$ cat src/rtl/gate_bist_pkg.sv
// Shared definitions for the gate-bank BIST controller: FSM states, output
// bit positions and the golden response of a fault-free bank.
package gate_bist_pkg;

  localparam int OUT_W = 7;

  localparam int AND_IDX  = 0;
  localparam int OR_IDX   = 1;
  localparam int NOT_IDX  = 2;
  localparam int NAND_IDX = 3;
  localparam int NOR_IDX  = 4;
  localparam int XOR_IDX  = 5;
  localparam int XNOR_IDX = 6;

  typedef enum logic [1:0] {
    ST_IDLE,
    ST_SETTLE,
    ST_CHECK,
    ST_DONE
  } state_e;

  // Indexed by vec = {a,b}; entry 0 is the a=0,b=0 response.
  localparam logic [3:0][OUT_W-1:0] GOLDEN = {7'h43, 7'h2A, 7'h2E, 7'h5C};

  function automatic logic [OUT_W-1:0] golden_lookup(input logic [1:0] vec);
    return GOLDEN[vec];
  endfunction

endpackage

$ cat src/rtl/gate_expect_lut.sv
// Expected gate-bank response for a given {a,b} input vector.
module gate_expect_lut
  import gate_bist_pkg::*;
(
  input  logic [1:0]       vec_i,
  output logic [OUT_W-1:0] expected_o
);

  assign expected_o = golden_lookup(vec_i);

endmodule

$ cat src/rtl/gate_bist_ctrl.sv
// BIST initiator: walks all four {a,b} vectors LOOPS times, waits SETTLE_CYCLES
// per vector, compares the gate bank outputs to golden and reports the result.
module gate_bist_ctrl
  import gate_bist_pkg::*;
#(
  parameter int SETTLE_CYCLES = 1,
  parameter int LOOPS         = 1
) (
  input  logic             clk,
  input  logic             rst,
  input  logic             start,
  output logic             dut_a,
  output logic             dut_b,
  input  logic [OUT_W-1:0] dut_out,
  output logic             busy,
  output logic             done,
  output logic             pass,
  output logic [OUT_W-1:0] fail_vec,
  output logic             fail_valid,
  output logic [1:0]       fail_idx
);

  localparam int SW = $clog2(SETTLE_CYCLES) + 1;
  localparam int LW = $clog2(LOOPS) + 1;
  localparam logic [SW-1:0] SETTLE_LOAD = SW'(SETTLE_CYCLES - 1);
  localparam logic [LW-1:0] LOOP_LAST   = LW'(LOOPS - 1);

  state_e           state_q;
  logic [1:0]       vec_q;
  logic [LW-1:0]    loop_q;
  logic [SW-1:0]    settle_q;
  logic             busy_q;
  logic             done_q;
  logic             pass_q;
  logic [OUT_W-1:0] fail_vec_q;
  logic             fail_valid_q;
  logic [1:0]       fail_idx_q;

  logic [OUT_W-1:0] expected_d;
  logic [OUT_W-1:0] mismatch_d;
  logic [OUT_W-1:0] fail_vec_d;

  gate_expect_lut u_lut (
    .vec_i      (vec_q),
    .expected_o (expected_d)
  );

  assign mismatch_d = dut_out ^ expected_d;
  assign fail_vec_d = fail_vec_q | mismatch_d;

  always_ff @(posedge clk) begin
    if (rst) begin
      state_q      <= ST_IDLE;
      vec_q        <= '0;
      loop_q       <= '0;
      settle_q     <= '0;
      busy_q       <= 1'b0;
      done_q       <= 1'b0;
      pass_q       <= 1'b0;
      fail_vec_q   <= '0;
      fail_valid_q <= 1'b0;
      fail_idx_q   <= '0;
    end else begin
      case (state_q)
        ST_IDLE, ST_DONE: begin
          if (start) begin
            state_q      <= ST_SETTLE;
            vec_q        <= '0;
            loop_q       <= '0;
            settle_q     <= SETTLE_LOAD;
            busy_q       <= 1'b1;
            done_q       <= 1'b0;
            pass_q       <= 1'b0;
            fail_vec_q   <= '0;
            fail_valid_q <= 1'b0;
            fail_idx_q   <= '0;
          end
        end
        ST_SETTLE: begin
          if (settle_q == '0) begin
            state_q <= ST_CHECK;
          end else begin
            settle_q <= settle_q - SW'(1);
          end
        end
        ST_CHECK: begin
          fail_vec_q <= fail_vec_d;
          if ((mismatch_d != '0) && !fail_valid_q) begin
            fail_valid_q <= 1'b1;
            fail_idx_q   <= vec_q;
          end
          // vec is left at 3 on completion so the bank inputs hold at {1,1}.
          if ((vec_q == 2'd3) && (loop_q == LOOP_LAST)) begin
            state_q <= ST_DONE;
            busy_q  <= 1'b0;
            done_q  <= 1'b1;
            pass_q  <= (fail_vec_d == '0);
          end else begin
            if (vec_q == 2'd3) begin
              loop_q <= loop_q + LW'(1);
            end
            vec_q    <= vec_q + 2'd1;
            settle_q <= SETTLE_LOAD;
            state_q  <= ST_SETTLE;
          end
        end
        default: state_q <= ST_IDLE;
      endcase
    end
  end

  assign dut_a      = vec_q[1];
  assign dut_b      = vec_q[0];
  assign busy       = busy_q;
  assign done       = done_q;
  assign pass       = pass_q;
  assign fail_vec   = fail_vec_q;
  assign fail_valid = fail_valid_q;
  assign fail_idx   = fail_idx_q;

endmodule

$ cat config.mk
export PLATFORM = sky130hd
export DESIGN_NAME = gate_bist_ctrl
export DESIGN_NICKNAME = d
export VERILOG_FILES = /design/src/rtl/gate_bist_pkg.sv /design/src/rtl/gate_expect_lut.sv /design/src/rtl/gate_bist_ctrl.sv
export SDC_FILE = /design/constraint.sdc
export NUM_CORES = 1
export LEC_CHECK = 0
export CAP_MARGIN = 25
export CORE_MARGIN = 3
export CORE_UTILIZATION = 52
export CTS_CLUSTER_DIAMETER = 150
export DETAILED_ROUTE_END_ITERATION = 10
export PLACE_DENSITY = 0.86
export SLEW_MARGIN = 20
export SYNTH_ARGS = -nofsm -noshare
export SYNTH_HDL_FRONTEND = slang
export SYNTH_SLANG_ARGS = --single-unit
$ cat constraint.sdc
create_clock -name clk -period 4.2 [get_ports clk]
set_input_delay 0.42 -clock clk [delete_from_list [all_inputs] [get_ports clk]]
set_output_delay 0.42 -clock clk [all_outputs]
set_load 0.02 [all_outputs]
; After elaboration in Yosys (flattened, before gate mapping)
; Index checks and enable logic that the tools add are counted.
[word_totals]
in_bits = 10
reg_bits = 19
word_cells = 71
[classes]
n_reduce_logical = 15
bitwise = 3
magnitude_cmp = 1
eq_ne = 10
add_sub_neg = 3
n_mux = 29
[op_table]
columns = op, count
row1 = 7-bit binary-select mux with 2-bit select, 1
row2 = 7-bit two-way mux, 2
row3 = 7-bit case mux with 2 select lines, 1
row4 = 2-bit two-way mux, 6
row5 = "2-bit inequality test, second input constant", 6
row6 = 1-bit two-way mux, 10
row7 = 1-bit case mux with 2 select lines, 5
row8 = 3-bit AND reduction, 3
row9 = 2-bit case mux with 2 select lines, 2
row10 = 7-bit logical NOT, 1
row11 = 7-bit bitwise OR, 1
row12 = 7-bit nonzero test, 1
row13 = 7-bit bitwise XOR, 1
row14 = "2-bit == test, second input constant", 3
row15 = 2-bit case mux with 3 select lines, 1
row16 = 2-bit AND reduction, 3
row17 = 4-bit AND reduction, 1
row18 = "2-bit by 3-bit < comparator with 1-bit output, second input constant", 1
row19 = 1-bit case mux with 3 select lines, 1
row20 = "2-bit by 1-bit adder with 2-bit output, second input constant", 1
row21 = "2-bit by 1-bit == test with 1-bit output, second input constant", 1
row22 = 1-bit logical AND, 2
row23 = 2-bit logical NOT, 1
row24 = 2-bit nonzero test, 1
row25 = other kinds (5), 5

; Logic depth before layout (Yosys ltp)
; Gate-level depths: netlist of the first run.
[depth]
ltp_word = 7
depth_mapped = 7

; Cells and area by module
; Synthesis of the first run repeated with hierarchy kept, for this count alone.
[hier_totals]
hier_cells = 106
area_unflattened_um2 = 944.7
[by_module_without_submodules]
columns = module, seq_area_each_um2, cells_each, area_each_um2, n_inst
row1 = gate_bist_ctrl, 360.3, 97, 875.8, 1
row2 = gate_expect_lut, 0.0, 9, 68.8, 1

; Worst setup path before layout of the first run
; Ideal clock, no wire load.
[synth_timing]
kind = register to register
startpoint = register vec_q[1]
endpoint = register fail_idx_q[0] (netlist: fail_idx[0])
setup_time_ns = 0.092
path_stages_with_launch = 7
arrival_ns = 1.993
setup_slack_ns = 2.115
n_path_buf = 0
required_time_ns = 4.108
path_cell_list = dfxtp_1 -> inv_1 -> ha_1 -> or3b_4 -> a2111oi_4 -> a21oi_2 -> o32ai_1
[synth_between]
elab_chain_cells = 7
[synth_rtl]
columns = item, line_no
row1 = start: declaration, gate_bist_ctrl.sv:29  ; logic [1:0] vec_q;
row2 = start signal: assignment, gate_bist_ctrl.sv:102  ; vec_q <= vec_q + 2'd1;
row3 = 7-bit binary-select mux with 2-bit select, gate_bist_pkg.sv:26  ; return GOLDEN[vec];
row4 = 7-bit two-way mux (not written as such), gate_bist_pkg.sv:26
row5 = 7-bit bitwise XOR, gate_bist_ctrl.sv:48  ; assign mismatch_d = dut_out ^ expected_d;
row6 = 7-bit nonzero test, gate_bist_ctrl.sv:88  ; if ((mismatch_d != '0) && !fail_valid_q) begin
row7 = 1-bit logical AND, gate_bist_ctrl.sv:88
row8 = 2-bit inequality test (no line), --
row9 = 3-bit AND reduction (no line), --
row10 = end signal: assignment, gate_bist_ctrl.sv:90  ; fail_idx_q <= vec_q;
row11 = end: declaration, gate_bist_ctrl.sv:37  ; logic [1:0] fail_idx_q;
; No other way between the ends. The select of a mux whose other input is x is not followed.
; A chain may end at the register's enable or synchronous reset.

; Worst setup path after layout of the first run
; Same ends and word-level chain as after synthesis.

==> results of run 1 <==
[per-stage QoR]
| step | setup WS, ns | instance area (sq um) | instances |
|---|---|---|---|
| 2_1_floorplan | 2.12 | 1020 | 118 |
| 3_3_place_gp | 2.08 | 1270 | 163 |
| 3_5_place_dp | 2.01 | 1270 | 163 |
| 4_1_cts | 2.02 | 1300 | 167 |
| 5_1_grt | 1.87 | 1300 | 167 |
| 6_report | 2.01 | 1300 | 167 |
[worst max-delay path: cells and delay by family, from the launching register on]
kind,cells,cell delay (ns)
AOI/OAI and AO/OA,3,0.62
adders and majority gates,1,0.41
buffers and inverters,1,0.14
DFF,1,0.52
and+or+nand+nor,1,0.42
[cell usage after synthesis]
cell	number	area, sq um
nand3_1	1	5.00
and2_1	1	6.26
nand4_1	1	6.26
nor2b_1	3	18.8
and3b_1	1	8.76
nand2b_4	1	13.8
a21oi_1	10	50.1
inv_1	8	30.0
a2111oi_4	1	27.5
o22a_1	1	8.76
buf_2	1	5.00
nor3b_1	1	7.51
o32ai_1	2	17.5
a21oi_2	1	8.76
a22oi_1	7	52.6
nand2b_1	1	6.26
clkbuf_1	1	3.75
or3_1	1	6.26
nand3b_1	1	7.51
or2_2	1	6.26
buf_6	1	11.3
buf_4	1	7.51
xor2_1	3	26.3
nor2_1	15	56.3
a31oi_1	3	18.8
ha_1	6	75.1
nor4_4	1	21.3
o21ai_0	3	15.0
or4_1	1	7.51
a211oi_1	1	7.51
a211o_1	2	17.5
or3_2	1	7.51
nand2_1	9	33.8
dfxtp_1	18	360
or3b_4	1	11.3
xnor2_1	4	35.0
nor3_1	3	15.0
[worst min-delay path by stage]
stage / start / endpoint / depth (start not counted)
floorplan: loop_q$_SDFFE_PP0P_ / loop_q$_SDFFE_PP0P_ / 1
global placement: fail_idx[0]$_SDFFE_PP0P_ / fail_idx[0]$_SDFFE_PP0P_ / 2
detailed placement: fail_idx[1]$_SDFFE_PP0P_ / fail_idx[1]$_SDFFE_PP0P_ / 2
CTS: fail_idx[1]$_SDFFE_PP0P_ / fail_idx[1]$_SDFFE_PP0P_ / 2
global route: fail_idx[0]$_SDFFE_PP0P_ / fail_idx[0]$_SDFFE_PP0P_ / 2
finish: fail_idx[1]$_SDFFE_PP0P_ / fail_idx[1]$_SDFFE_PP0P_ / 2
[sequential cells by signal, indices dropped and copies added (netlist names), 2 cells and up]
| register | cells |
|---|---|
| fail_vec | 7 |
| fail_idx | 2 |
| state_q | 2 |
| vec_q | 2 |
[cells by family after synthesis]
logic type | count (synthesis)
AND/OR/NAND/NOR | 44
flip-flops | 18
buffers and inverters | 12
XOR/XNOR | 7
adder cells (fa/ha/maj) | 6
AO/OA/AOI/OAI | 31
[final cells by class]
type / count / share of cell area, %
Multi-Input combinational cell: 88 / 46.4
Sequential cell: 18 / 27.6
Timing Repair Buffer: 24 / 18.4
Clock buffer: 4 / 2.78
Tap cell: 25 / 2.40
Inverter: 8 / 2.30
[routing by layer]
layer / up-vias / wire (um)
li1: 464 / -
met1: 453 / 1050
met2: 23 / 1220
met3: 5 / 100
met4: 0 / 49
met5: - / 0
[power by group through the flow]
stage / logic, mW / clock network (mW) / registers (mW)
2_1_floorplan: 0.217 / 0 / 0.238
3_3_place_gp: 0.307 / 0 / 0.220
3_5_place_dp: 0.317 / 0 / 0.220
4_1_cts: 0.319 / 0.114 / 0.217
5_1_grt: 0.354 / 0.119 / 0.221
6_report: 0.321 / 0.110 / 0.217
==> flow_metrics.env, run 1 <==
export IMPL_status="finished, final reports clean"
export IMPL_grtUsageTotal_pct=21.5
export IMPL_grt_overflow=0
export IMPL_reg2reg_slack_ns=2.01
export IMPL_fin_setup_tns_ns=0
export IMPL_cts_tree="done"
export IMPL_grtUsageMet3_pct=6.82
export IMPL_h_tree_depth=1
export IMPL_p_int_mw=0.379
export IMPL_path_class="flop to flop"
export IMPL_finalMaxSlewViolations=0
export IMPL_fin_nets=159
export IMPL_final_common_cell="clkdlybuf4s50_1"
export IMPL_postSynthAreaPerCell_sq_um=8.67
export IMPL_syn_inst=118
export IMPL_synth_fp_nets=134
export IMPL_synthDistinctLibCells=37
export IMPL_yosys_area_share_simple_pct=24.0
export IMPL_p_sw_share_pct=41.5
export IMPL_postCtsSetupBuffers=0
export IMPL_antenna_found_initial=0
export IMPL_regArea_sq_um=360
export IMPL_cp_arrival_ns=2.41
export IMPL_vias=945
export IMPL_wl_um=2420
export IMPL_start_util_pct=57.4
export IMPL_pwr_share_clk_pct=16.9
export IMPL_ios=25
export IMPL_power_total_mw=0.648
export IMPL_synth_xor_area_share_pct=5.99
export IMPL_layout_min_cycle_time_ns=2.19
export IMPL_syn_area_sq_um=1020
export IMPL_cts_sinks=18
export IMPL_clk_pin_slew_ns=0.10
export IMPL_grt_pass1_wl_um=4030
export IMPL_fillers=142
export IMPL_path_max_fanout=8
export IMPL_synth_seq_area_share_pct=35.2
export IMPL_ys_warn_count=0
export IMPL_tightest_slew_ns=0.768
export IMPL_io_buffers=24
export IMPL_power_switching_mw=0.269
export IMPL_viasPerCell=5.66
export IMPL_p_leak_nw=0.471
export IMPL_die_w_um=50.4
export IMPL_maxCapViolCount=0
export IMPL_cts_hold_buffers=0
export IMPL_combinationalPowerShare_pct=49.6
export IMPL_ctsResizeCount=0
export IMPL_peakVddDrop_v=0.000298
export IMPL_cts_inserted_buffers=3
export IMPL_ys_ff_latch=18
export IMPL_timing_rr_end="fail_idx[0]$_SDFFE_PP0P_"
export IMPL_utilization_pct=73.1
export IMPL_power_density_nw_per_um2=497
export IMPL_busiest_layer="met2"
export IMPL_worstPathRequired_ns=4.42
export IMPL_diodes=0
export IMPL_synthAdderAreaFrac_pct=7.33
export IMPL_startpoint="vec_q[1]$_SDFFE_PP0P_"
export IMPL_fmax_mhz=458
export IMPL_timing_slew_headroom_pct=48.6
export IMPL_firstDrtPassIters=4
export IMPL_clk_insertion_delay_late_ns=0.31
export IMPL_crit_path_top_delay_cell="dfxtp_1"
export IMPL_synth_top_family_by_area="simple AND/OR/NAND/NOR gates"
export IMPL_die_area_sq_um=2540
export IMPL_gp_congestion=0.850
export IMPL_use_met2_pct=34.8
export IMPL_hpwl_um=1790
export IMPL_muxShareOfSynthArea_pct=0
export IMPL_rsz0062_at_grt="no"
export IMPL_min_path_type="flop to flop"
export IMPL_multi_input_area_sq_um=606
export IMPL_grt_max_degree=20
export IMPL_dr_first_iter_drc_count=22
export IMPL_drive_gt1_share_pct=7.75
export IMPL_finalHoldViolations=0
export IMPL_skew_ns=0.00454
export IMPL_hold_ws_ns=0.467
export IMPL_cts_buffer_depth=2
export IMPL_grtUsageMet1_pct=25.3
export IMPL_rows=15
export IMPL_root_buffer="clkbuf_4"
export IMPL_path_cells="inv_1, ha_1, or3b_4, a2111oi_4, a21oi_2, o32ai_1"
export IMPL_seqPwrFrac_pct=33.5
export IMPL_routedWlPerCell_um=14.5
export IMPL_max_stage_delay_ns=0.52
export IMPL_drc=0
export IMPL_grt_pass1_vias=912
export IMPL_worstSetupEndpointType="flop"
export IMPL_crit_end="fail_idx[0]$_SDFFE_PP0P_"
export IMPL_min_period_over_period_pct=52.0
export IMPL_die_y_um=50.4
export IMPL_core_area_sq_um=1780
export IMPL_area_growth_syn_to_layout_pct=27.4
export IMPL_setup_viol=0
export IMPL_drtAntennaViolNets=0
export IMPL_ff2ff_path_depth=6
export IMPL_final_cell_mix="clkdlybuf4s50_1 (24), dfxtp_1 (18), nor2_1 (15), a21oi_1 (10), nand2_1 (9)"
export IMPL_worstSetupStartpointType="flop"
export IMPL_r2r_start="vec_q[1]$_SDFFE_PP0P_"
export IMPL_synth_compound_area_share_pct=21.9
(Power assumes the default switching activity.)
==> inputs of run 2 (changes only) <==
- CORE_UTILIZATION: 52 -> 48
- PLACE_DENSITY: 0.86 -> 0.81
- clock period: 4.2 -> 2.3 ns (I/O delays scaled with it)
==> flow_metrics.env, run 2 (synthesis gave the netlist of run 1 again) <==
export IMPL_min_period_over_period_pct=89.6
export IMPL_cp_arrival_ns=2.27
export IMPL_layout_min_cycle_time_ns=2.06
export IMPL_vias=932
export IMPL_power_density_nw_per_um2=896
export IMPL_final_common_cell="clkdlybuf4s50_1"
export IMPL_routedWlPerCell_um=13.6
export IMPL_grt_overflow=0
export IMPL_final_cell_mix="clkdlybuf4s50_1 (24), dfxtp_1 (18), nor2_1 (15), a21oi_1 (10), nand2_1 (9)"
export IMPL_firstDrtPassIters=4
export IMPL_peakVddDrop_v=0.000591
export IMPL_cts_buffer_depth=2
export IMPL_core_area_sq_um=1980
export IMPL_worstSetupEndpointType="flop"
export IMPL_grt_pass1_wl_um=4040
export IMPL_clk_pin_slew_ns=0.10
export IMPL_antenna_found_initial=0
export IMPL_dr_first_iter_drc_count=45
export IMPL_die_area_sq_um=2720
export IMPL_path_class="flop to flop"
export IMPL_fin_setup_tns_ns=0
export IMPL_p_leak_nw=0.481
export IMPL_regArea_sq_um=360
export IMPL_start_util_pct=51.6
export IMPL_worstPathRequired_ns=2.51
export IMPL_ios=25
export IMPL_skew_ns=0.000810
export IMPL_status="finished, final reports clean"
export IMPL_rsz0062_at_grt="no"
export IMPL_hpwl_um=1820
export IMPL_rows=16
export IMPL_fmax_mhz=485
export IMPL_min_path_type="flop to flop"
export IMPL_drive_gt1_share_pct=9.03
export IMPL_tightest_slew_ns=0.480
export IMPL_gp_congestion=0.841
export IMPL_h_tree_depth=1
export IMPL_cts_tree="done"
export IMPL_finalMaxSlewViolations=0
export IMPL_ctsResizeCount=0
export IMPL_cts_sinks=18
export IMPL_die_w_um=52.2
export IMPL_r2r_start="vec_q[0]$_SDFFE_PP0P_"
export IMPL_grt_max_degree=19
export IMPL_drtAntennaViolNets=0
export IMPL_die_y_um=52.2
export IMPL_fin_nets=161
export IMPL_wl_um=2330
export IMPL_path_max_fanout=6
export IMPL_grt_pass1_vias=882
export IMPL_largest_register_ffs=7
export IMPL_finalHoldViolations=0
export IMPL_clk_insertion_delay_late_ns=0.30
export IMPL_worstSetupStartpointType="flop"
export IMPL_diodes=0
export IMPL_fillers=154
export IMPL_reg2reg_slack_ns=0.24
export IMPL_grtUsageTotal_pct=20.2
export IMPL_root_buffer="clkbuf_4"
export IMPL_timing_rr_end="fail_idx[0]$_SDFFE_PP0P_"
export IMPL_area_growth_syn_to_layout_pct=29.1
export IMPL_startpoint="vec_q[0]$_SDFFE_PP0P_"
export IMPL_power_total_mw=1.18
export IMPL_postCtsSetupBuffers=0
export IMPL_multi_input_area_sq_um=606
export IMPL_setup_viol=0
export IMPL_timing_slew_headroom_pct=67.9
export IMPL_ff2ff_path_depth=6
export IMPL_maxCapViolCount=0
export IMPL_io_buffers=24
export IMPL_viasPerCell=5.45
export IMPL_drc=0
export IMPL_crit_end="fail_idx[0]$_SDFFE_PP0P_"
export IMPL_cts_hold_buffers=0
export IMPL_cts_inserted_buffers=3
## run 2: changes by cell type in the layout (fill, tap and decap cells not counted)
cell / delta
buf_4: +2
## run 2: area by class of cell
| type | count | share of cell area, % |
|---|---|---|
| timing repair buffer | 26 | 19.3 |
| clock buffer | 4 | 2.75 |
| multi-input combinational | 88 | 45.8 |
| sequential | 18 | 27.3 |
| tap | 27 | 2.56 |
| inverter | 8 | 2.27 |
## run 2: worst min path at each step
stage | startpoint | slack, ns | cells after the start | to
after global routing | fail_idx[1]$_SDFFE_PP0P_ | 0.48 | 2 | fail_idx[1]$_SDFFE_PP0P_
final | fail_idx[0]$_SDFFE_PP0P_ | 0.46 | 2 | fail_idx[0]$_SDFFE_PP0P_
after detailed placement | fail_idx[1]$_SDFFE_PP0P_ | 0.45 | 2 | fail_idx[1]$_SDFFE_PP0P_
after floorplan | start | 0.41 | 3 | state_q[1]$_SDFFE_PP0N_
after global placement | fail_idx[1]$_SDFFE_PP0P_ | 0.44 | 2 | fail_idx[1]$_SDFFE_PP0P_
after CTS | fail_idx[1]$_SDFFE_PP0P_ | 0.47 | 2 | fail_idx[1]$_SDFFE_PP0P_
## run 2: stage by stage
stage	instance area [sq um]	setup WS [ns]	utilization [%]	hold slack, ns	cells
6_report	1320	0.239	66.7	0.464	171
2_1_floorplan	1020	0.215	-	0.407	118
3_5_place_dp	1280	0.247	64.8	0.453	167
4_1_cts	1320	0.211	66.7	0.469	171
3_3_place_gp	1280	0.349	64.8	0.443	167
5_1_grt	1320	0.0875	66.7	0.476	171
## run 2: metal layers
metal | track usage, % | vias to the layer above | wire length, um
li1 | - | 465 | -
met1 | 26.5 | 436 | 1060
met2 | 31.0 | 26 | 1110
met3 | 6.84 | 5 | 131
met4 | 6.38 | 0 | 30
met5 | 0 | - | 0
## run 2: critical path: stages (launching register included)
cell	delay [ns]
dfxtp_1	0.44
inv_1	0.13
ha_1	0.38
or3b_4	0.42
a2111oi_4	0.37
a21oi_2	0.11
o32ai_1	0.13
## run 2: where the power goes
group	total [mW]	internal (mW)	switching (mW)	leakage (nW)
registers	0.397	0.359	0.0376	0.146
logic	0.591	0.239	0.352	0.314
clock network	0.196	0.0967	0.0995	0.0210
total	1.18	0.694	0.489	0.481
